[src/rtl/debouncer_multi.sv]
// Multi-channel integrating debouncer: synchronise, integrate on a shared tick,
// and drive registered levels with hysteresis plus one-cycle edge pulses.
module debouncer_multi #(
  parameter int                  CHANNELS    = 8,
  parameter int                  WIDTH       = 16,
  parameter int                  DIVIDER     = 1,
  parameter int                  SYNC_STAGES = 2,
  parameter logic [CHANNELS-1:0] INVERT      = '0
) (
  input  logic                clk,
  input  logic                rst_n,
  input  logic [CHANNELS-1:0] din,
  output logic [CHANNELS-1:0] dout,
  output logic [CHANNELS-1:0] rise,
  output logic [CHANNELS-1:0] fall,
  output logic                changed
);

  localparam int CW = (WIDTH > 1) ? $clog2(WIDTH + 1) : 1;
  localparam int PW = (DIVIDER > 1) ? $clog2(DIVIDER) : 1;
  localparam logic [CW-1:0] CNT_MAX  = CW'(WIDTH);
  localparam logic [PW-1:0] PRE_LAST = PW'(DIVIDER - 1);

  logic [CHANNELS-1:0] sync_q [SYNC_STAGES];
  logic [PW-1:0]       pre_q, pre_d;
  logic                tick;
  logic [CHANNELS-1:0] s;
  logic [CW-1:0]       cnt_q [CHANNELS];
  logic [CW-1:0]       cnt_d [CHANNELS];
  logic [CHANNELS-1:0] dout_q, dout_d;
  logic [CHANNELS-1:0] rise_q, rise_d;
  logic [CHANNELS-1:0] fall_q, fall_d;

  assign tick  = (pre_q == PRE_LAST);
  assign pre_d = tick ? '0 : pre_q + PW'(1);
  assign s     = sync_q[SYNC_STAGES-1] ^ INVERT;

  // Each counter saturates at both bounds; the level only flips at a bound.
  always_comb begin
    cnt_d  = cnt_q;
    dout_d = dout_q;
    for (int i = 0; i < CHANNELS; i++) begin
      if (tick) begin
        if (s[i] && (cnt_q[i] != CNT_MAX)) begin
          cnt_d[i] = cnt_q[i] + CW'(1);
        end else if (!s[i] && (cnt_q[i] != '0)) begin
          cnt_d[i] = cnt_q[i] - CW'(1);
        end
      end
      if (cnt_d[i] == CNT_MAX) begin
        dout_d[i] = 1'b1;
      end else if (cnt_d[i] == '0) begin
        dout_d[i] = 1'b0;
      end
    end
    rise_d = dout_d & ~dout_q;
    fall_d = ~dout_d & dout_q;
  end

  always_ff @(posedge clk or negedge rst_n) begin
    if (!rst_n) begin
      for (int k = 0; k < SYNC_STAGES; k++) begin
        sync_q[k] <= '0;
      end
      for (int i = 0; i < CHANNELS; i++) begin
        cnt_q[i] <= '0;
      end
      pre_q  <= '0;
      dout_q <= '0;
      rise_q <= '0;
      fall_q <= '0;
    end else begin
      sync_q[0] <= din;
      for (int k = 1; k < SYNC_STAGES; k++) begin
        sync_q[k] <= sync_q[k-1];
      end
      for (int i = 0; i < CHANNELS; i++) begin
        cnt_q[i] <= cnt_d[i];
      end
      pre_q  <= pre_d;
      dout_q <= dout_d;
      rise_q <= rise_d;
      fall_q <= fall_d;
    end
  end

  assign dout    = dout_q;
  assign rise    = rise_q;
  assign fall    = fall_q;
  assign changed = |(rise_q | fall_q);

endmodule

[config.mk]
export PLATFORM = sky130hd
export DESIGN_NAME = debouncer_multi
export DESIGN_NICKNAME = d
export VERILOG_FILES = /design/src/rtl/debouncer_multi.sv
export SDC_FILE = /design/constraint.sdc
export NUM_CORES = 1
export LEC_CHECK = 0
export ABC_AREA = 1
export CORE_MARGIN = 8
export CORE_UTILIZATION = 45
export CTS_CLUSTER_DIAMETER = 120
export DETAILED_ROUTE_END_ITERATION = 6
export PLACE_DENSITY = 0.73
export RECOVER_POWER = 100
export SYNTH_ARGS = -nofsm -noshare
export SYNTH_HDL_FRONTEND = slang
export SYNTH_SLANG_ARGS = --single-unit
[constraint.sdc]
create_clock -name clk -period 1.9 [get_ports clk]
set_input_delay 0.38 -clock clk [delete_from_list [all_inputs] [get_ports clk]]
set_output_delay 0.38 -clock clk [all_outputs]
set_load 0.01 [all_outputs]
==> summary.txt, run 1 <==
Run status
  • Run status: completed

CTS
  • H-Tree Depth: 3
  • Clock buffer depth: 2
  • Clock tree from TritonCTS: done
  • Worst skew pair latency: about 0.36 ns
  • Clock-pin slew on the worst setup and hold paths: around 0.080 ns
  • CTS buffer count: 9
  • Root buffer cell: clkbuf_8
  • Clk sink count: 80
  • Post-CTS Setup Inserts: 0

Placed design
  • Final HPWL DP: 6799 um
  • RePlAce Congestion: 0.8246
  • Post-DP Area: 0.005233 sq mm
  • Port bufs: 34

Timing
  • Slew HR: 48.79%
  • Final clock period utilization by the worst path: 96.50%
  • Pins over their slew limit: 0
  • Final hold vios: 0
  • Final setup fails: 0
  • Min cycle time layout: 1.834 ns
  • Skew final: 0.009578 ns
  • Final hold slack: 0.3528 ns
  • Unrepaired setup endpoints after global routing: true
  • Worst-Margin Slew: 0.7681 ns
  • Setup TNS: 0 ns
  • Fmax: 545.4 MHz

Global route
  • Largest net degree at the start of global routing: 35
  • Number of global-route vias before repair: 3533
  • Total track usage: 13.10%
  • First-pass GRT wire length: 15380 um
  • Initial antenna violation count: 0
  • Total congestion overflow: 0

Pwr
  • Peak ir drop on the vdd network: 0.5536 mV
  • Total net switching power: 3761 uW
  • LEAKAGE: 0.002767 uW
  • Power Total: 8251 uW
  • Clock power frac: 16.4%
  • Sw frac: 45.58%
  • Logic pwr share: 49.4%
  • Internal Power: between 4000 and 5000 uW
  • Pwr/cell area: 1534 mW/mm^2
  • Seq pwr share: approximately 34%

Worst hold path
  • Hold Crit Class: flip-flop to flip-flop

Floorplanning
  • Die Area: between 0.01 and 0.015 sq mm
  • Initial Util: 46.29%
  • Std-Cell Rows: 37
  • Core area: 0.01028 sq mm
  • I/O Pins: 35
  • DIE WIDTH: about 120 um
  • Die H: between 100 and 150 um

Yosys
  • Yosys warning count: 0
  • Average size of a mapped cell: 8.331 sq um
  • Yosys reg bits: 80
  • Ranking of synthesized cells by area: dfrtp_1 42%, nand2_1 12%, nand3_1 7.7%
  • Yosys top cell area share: a little over two fifths
  • Syn Nets: 597
  • Number of synthesized flops with an enable pin: 0
  • Main flop type after synthesis: dfrtp_1
  • Dominant cell type by area after synthesis: dfrtp_1
  • Most common cell in the netlist: nand2_1
  • Async S/R FF share, synth: 100.0%
  • Cell Area, Synth: 0.004757 sq mm
  • Gate Count Post-Synth: 571
  • Synth cell types: 25
  • Seq/Total Area, Yosys: 42.08%
  • Commonest cells post-synth: 147 x nand2_1, 86 x inv_1, 80 x dfrtp_1

Setup path
  • Worst r2r src: cnt_q[0]
  • Critical Path Start: fall[6]
  • Worst reg2reg endpoint: dout[7]
  • Worst reg2reg setup slack: approximately 0.11 ns
  • Critical Path End Type: primary output
  • Slowest-stage cell, CP: dfrtp_1
  • Crit path kind: flip-flop to primary output
  • Crit-path max cell delay: roughly 0.41 ns
  • Setup crit start kind: flip-flop
  • CP required: 1.52 ns
  • CP max FO: 2
  • Cell count of the worst reg-to-reg path: 9
  • Critical path arrival: around 1.5 ns
  • Crit path to: changed
  • CP cell instances: nor4_4 > buf_4 > nand4_1 > buf_2

Route
  • Via count: 3615
  • Post-route DRC: 0
  • Drt total wl: 8691 um
  • ANT nets after route: 0
  • Drt initial violations: 154
  • Via density: 4.794
  • WL per Instance: 11.53 um
  • Drt first pass iters: 4

Final layout
  • Diodes inserted: 0
  • # nets final: 640
  • Final instance area: 0.005378 sq mm
  • Layout cells sized above 1: 17.31%
  • Final core utilization: between 50% and 60%
  • Area Growth Syn to Fin: 13.05%

Flow run
  • Max Cap Viol: 0
[per-stage QoR]
step | cells | worst slack (ns)
after floorplan | 571 | 0.3901
after global placement | 738 | -0.06441
after detailed placement | 738 | -0.03919
after CTS | 754 | 0.01989
after global routing | 754 | -0.05362
final | 754 | 0.06641
[worst max-delay path, delay by kind of cell (launching register included)]
| kind | cells | cell delay (ns) |
|---|---|---|
| DFF | 1 | 0.41 |
| and+or+nand+nor | 2 | 0.38 |
| buffers and inverters | 2 | 0.31 |
[metal layers]
metal	vias up	wire length, um	global-route usage (%)
met5	-	0	0
li1	1866	-	-
met1	1702	3800	14.50
met2	37	4452	23.38
met4	0	123	3.874
met3	10	316	4.393
[worst min-delay path by stage]
stage	cells after the start	to	from
after detailed placement	0	s[2]	sync_q[10]
final	0	s[6]	sync_q[14]
after global placement	0	s[5]	sync_q[13]
after CTS	0	s[6]	sync_q[14]
after floorplan	0	cnt_q[0]	rst_n
after global routing	0	s[6]	sync_q[14]
[layout make-up]
cell class	instances	area (sq um)
flip-flops and latches	80	2002
clock inverters	6	85.08
clock buffers	9	123.9
well taps	136	170.2
repair buffers	39	367.9
fillers	996	4900
inverters	101	381.6
multi-input cells	383	2247
[sequential cells by signal (all words and copies together) (netlist names)]
register / flops
cnt_q: 40
dout: 8
fall: 8
rise: 8
s: 8
sync_q: 8
[logic make-up after synthesis]
group           count (synthesis)  synth area share [%]
simple gates                  327                 37.22
buf+inv                       108                 9.600
flops                          80                 42.08
xor+xnor                       23                 4.235
compound gates                 17                 2.656
fa+ha+maj                      16                 4.208
[placed cells by master (no fill, tap or decap), drive strengths merged]
cell	instances
nand2	180
nand3	94
nand4	11
nor2	38
inv	99
clkinv	4
buf	3
ha	16
dlygate4sd3	31
xor2	23
o21ai	11
clkdlybuf4s50	2
bufinv	2
nor4	4
a21oi	6
clkinvlp	2
dfrtp	80
clkbuf	12
[power by group through the flow]
stage | combinational (uW) | sequential [uW] | clock (uW)
after CTS | 4300 | 2830 | 1390
after global routing | 4650 | 2910 | 1470
after detailed placement | 4300 | 2840 | 0
after global placement | 4130 | 2810 | 0
final | 4080 | 2820 | 1350
after floorplan | 3650 | 2640 | 0
[repair_timing]
action	in CTS	in global routing
resized for setup	7	0
hold endpoints to repair	28	0
setup endpoints to repair	1	1
hold buffers	1	0
pin swaps	1	0
Power figures use the tool's default switching activity.
==> run 2, diff against run 1 <==
--- a/config.mk
+++ b/config.mk
@@ -7,10 +7,10 @@
 export LEC_CHECK = 0
 export ABC_AREA = 1
 export CORE_MARGIN = 8
-export CORE_UTILIZATION = 45
+export CORE_UTILIZATION = 59
 export CTS_CLUSTER_DIAMETER = 120
 export DETAILED_ROUTE_END_ITERATION = 6
-export PLACE_DENSITY = 0.73
+export PLACE_DENSITY = 0.89
 export RECOVER_POWER = 100
 export SYNTH_ARGS = -nofsm -noshare
 export SYNTH_HDL_FRONTEND = slang
==> run 2 against run 1 <==
Against the previous run: setup slack improved by 0.039 ns; die area decreased by 21%; count of clock-buffer cells in the layout rose by 4; clock skew is 0.0022 ns lower; global-route usage up 4.7 points; non-clock buffer count fell by 2; highest routed layer unchanged.
==> summary.txt, run 2 (synthesis gave the netlist of run 1 again) <==
Run status
  • Run status: completed

Global route
  • Total track usage: 17.77%
  • Largest net degree at the start of global routing: between 40 and 50
  • First-pass GRT wire length: ~16000 um
  • Number of global-route vias before repair: roughly 3800
  • Initial antenna violation count: 0
  • Total congestion overflow: 0

Final layout
  • Most frequent cells in the layout: 151 x nand2_1, 86 x inv_1, 80 x dfrtp_1
  • Final core utilization: between 60% and 70%
  • Area Growth Syn to Fin: 12.94%
  • Max reg flops: 40
  • Layout cells sized above 1: slightly below 20%
  • Leading cell type in the layout, fill and taps excluded: nand2_1
  • Final instance area: roughly 0.0054 sq mm
  • Biggest register: cnt_q
  • # nets final: 638
  • # fillers: 596
  • Diodes inserted: 0

CTS
  • Worst skew pair latency: 0.35 ns
  • Post-CTS Setup Inserts: 0
  • Clock tree from TritonCTS: done
  • H-Tree Depth: 3
  • Clock-pin slew on the worst setup and hold paths: 0.08 ns
  • Clk sink count: 80
  • CTS buffer count: 9
  • Root buffer cell: clkbuf_8
  • Clock buffer depth: 2

Timing
  • Final clock period utilization by the worst path: 94.47%
  • Unrepaired setup endpoints after global routing: false
  • Setup TNS: 0 ns
  • Skew final: 0.007366 ns
  • Worst-Margin Slew: 0.7396 ns
  • Final hold slack: approximately 0.35 ns
  • Min cycle time layout: approximately 1.8 ns
  • Pins over their slew limit: 0
  • Final hold vios: 0
  • Slew HR: 50.69%
  • Fmax: 557.1 MHz
  • Final setup fails: 0

Pwr
  • LEAKAGE: 0.002773 uW
  • Internal Power: 4455 uW
  • Sw frac: 46.66%
  • Pwr/cell area: roughly 1600 mW/mm^2
  • Logic pwr share: about 51%
  • Seq pwr share: 34.0%
  • Total net switching power: 3897 uW
  • Peak ir drop on the vdd network: 0.8237 mV
  • Clock power frac: about 15%

Setup path
  • Critical path arrival: about 1.4 ns
  • Crit path kind: flip-flop to primary output
  • Crit path buf inv count: 1
  • Worst reg2reg setup slack: 0.12 ns
  • CP cell instances: dlygate4sd3_1
  • CP delay by family, top: buffers and inverters
  • Setup crit start kind: flip-flop
  • Crit-path max cell delay: 0.65 ns
  • CP max FO: 2
  • CP required: 1.52 ns
  • Critical Path End Type: primary output
  • Slowest-stage cell, CP: dlygate4sd3_1

Floorplanning
  • Core area: between 0.007 and 0.008 sq mm
  • Die Area: approximately 0.011 sq mm
  • I/O Pins: 35
  • Initial Util: 61.24%
  • Die H: approximately 110 um
  • DIE WIDTH: ~110 um
  • Std-Cell Rows: 32

Placed design
  • RePlAce Congestion: 0.8514
  • Final HPWL DP: approximately 7000 um
  • Port bufs: 34
  • Post-DP Area: just over 0.005 sq mm

Flow run
  • Max Cap Viol: 0

Route
  • Via density: roughly 5.2
  • Drt initial violations: around 140
  • Via count: 3710
  • ANT nets after route: 0
  • WL per Instance: 12.88 um
  • Drt total wl: 9261 um
  • Drt first pass iters: 4
  • Post-route DRC: 0

Worst hold path
  • Hold Crit Class: flip-flop to flip-flop
## run 2: changes by cell type in the layout (fill, tap and decap cells not counted), sizes merged
| cell | previous run | this run |
|---|---|---|
| clkinvlp | 2 | 0 |
| clkdlybuf4s50 | 2 | 0 |
| clkbuf | 12 | 15 |
| bufinv | 2 | 1 |
| dlygate4sd3 | 31 | 33 |
| buf | 3 | 2 |
## run 2: power groups by stage
stage,Clock [uW],Sequential (uW),Combinational (uW)
2_1_floorplan,0,2640,3650
3_3_place_gp,0,2800,4090
3_5_place_dp,0,2850,4330
4_1_cts,1310,2830,4370
5_1_grt,1370,2920,4780
6_report,1270,2840,4240
## run 2: final timing paths
kind                       cells after the start       start    endpoint
min in group asynchronous                      2       rst_n  sync_q[14]
min reg2reg                                    0  sync_q[13]        s[5]
max in group asynchronous                      3       rst_n     dout[0]
max reg2reg                                   11   cnt_q[15]     dout[4]
min                                            0  sync_q[13]        s[5]
max                                            1     fall[7]     fall[7]
## run 2: final cells by class
class                           count  area (sq um)  share of cell area, %
Clock buffer                       13         158.9                  2.958
Clock inverter                      3         40.04                 0.7452
Inverter                          101         381.6                  7.103
Multi-Input combinational cell    383          2300                  42.80
Sequential cell                    80          2002                  37.26
Tap cell                          102         127.6                  2.375
Timing Repair Buffer               37         362.8                  6.754
## run 2: timing repair
item,in CTS,in global routing
resized for setup,9,0
endpoints found under the hold margin,11,0
endpoints found under the setup margin,1,0
hold buffers,1,0
## run 2: metrics by stage
step | power [uW] | worst slack (ns) | std cells
global route | 9069 | 0.004603 | 719
finish | 8352 | 0.1050 | 719
detailed placement | 7186 | 0.009388 | 702
CTS | 8506 | 0.06877 | 719
floorplan | 6289 | 0.3901 | 571
global placement | 6890 | 0.03257 | 702
## run 2: routing by layer
| metal | up-vias | share of wire (%) | GRT usage [%] |
|---|---|---|---|
| met3 | 21 | 2.8 | 3.898 |
| met4 | 0 | 2.4 | 8.543 |
| met2 | 67 | 52 | 31.81 |
| met1 | 1761 | 42 | 19.49 |
| li1 | 1861 | - | - |
| met5 | - | 0 | 0 |
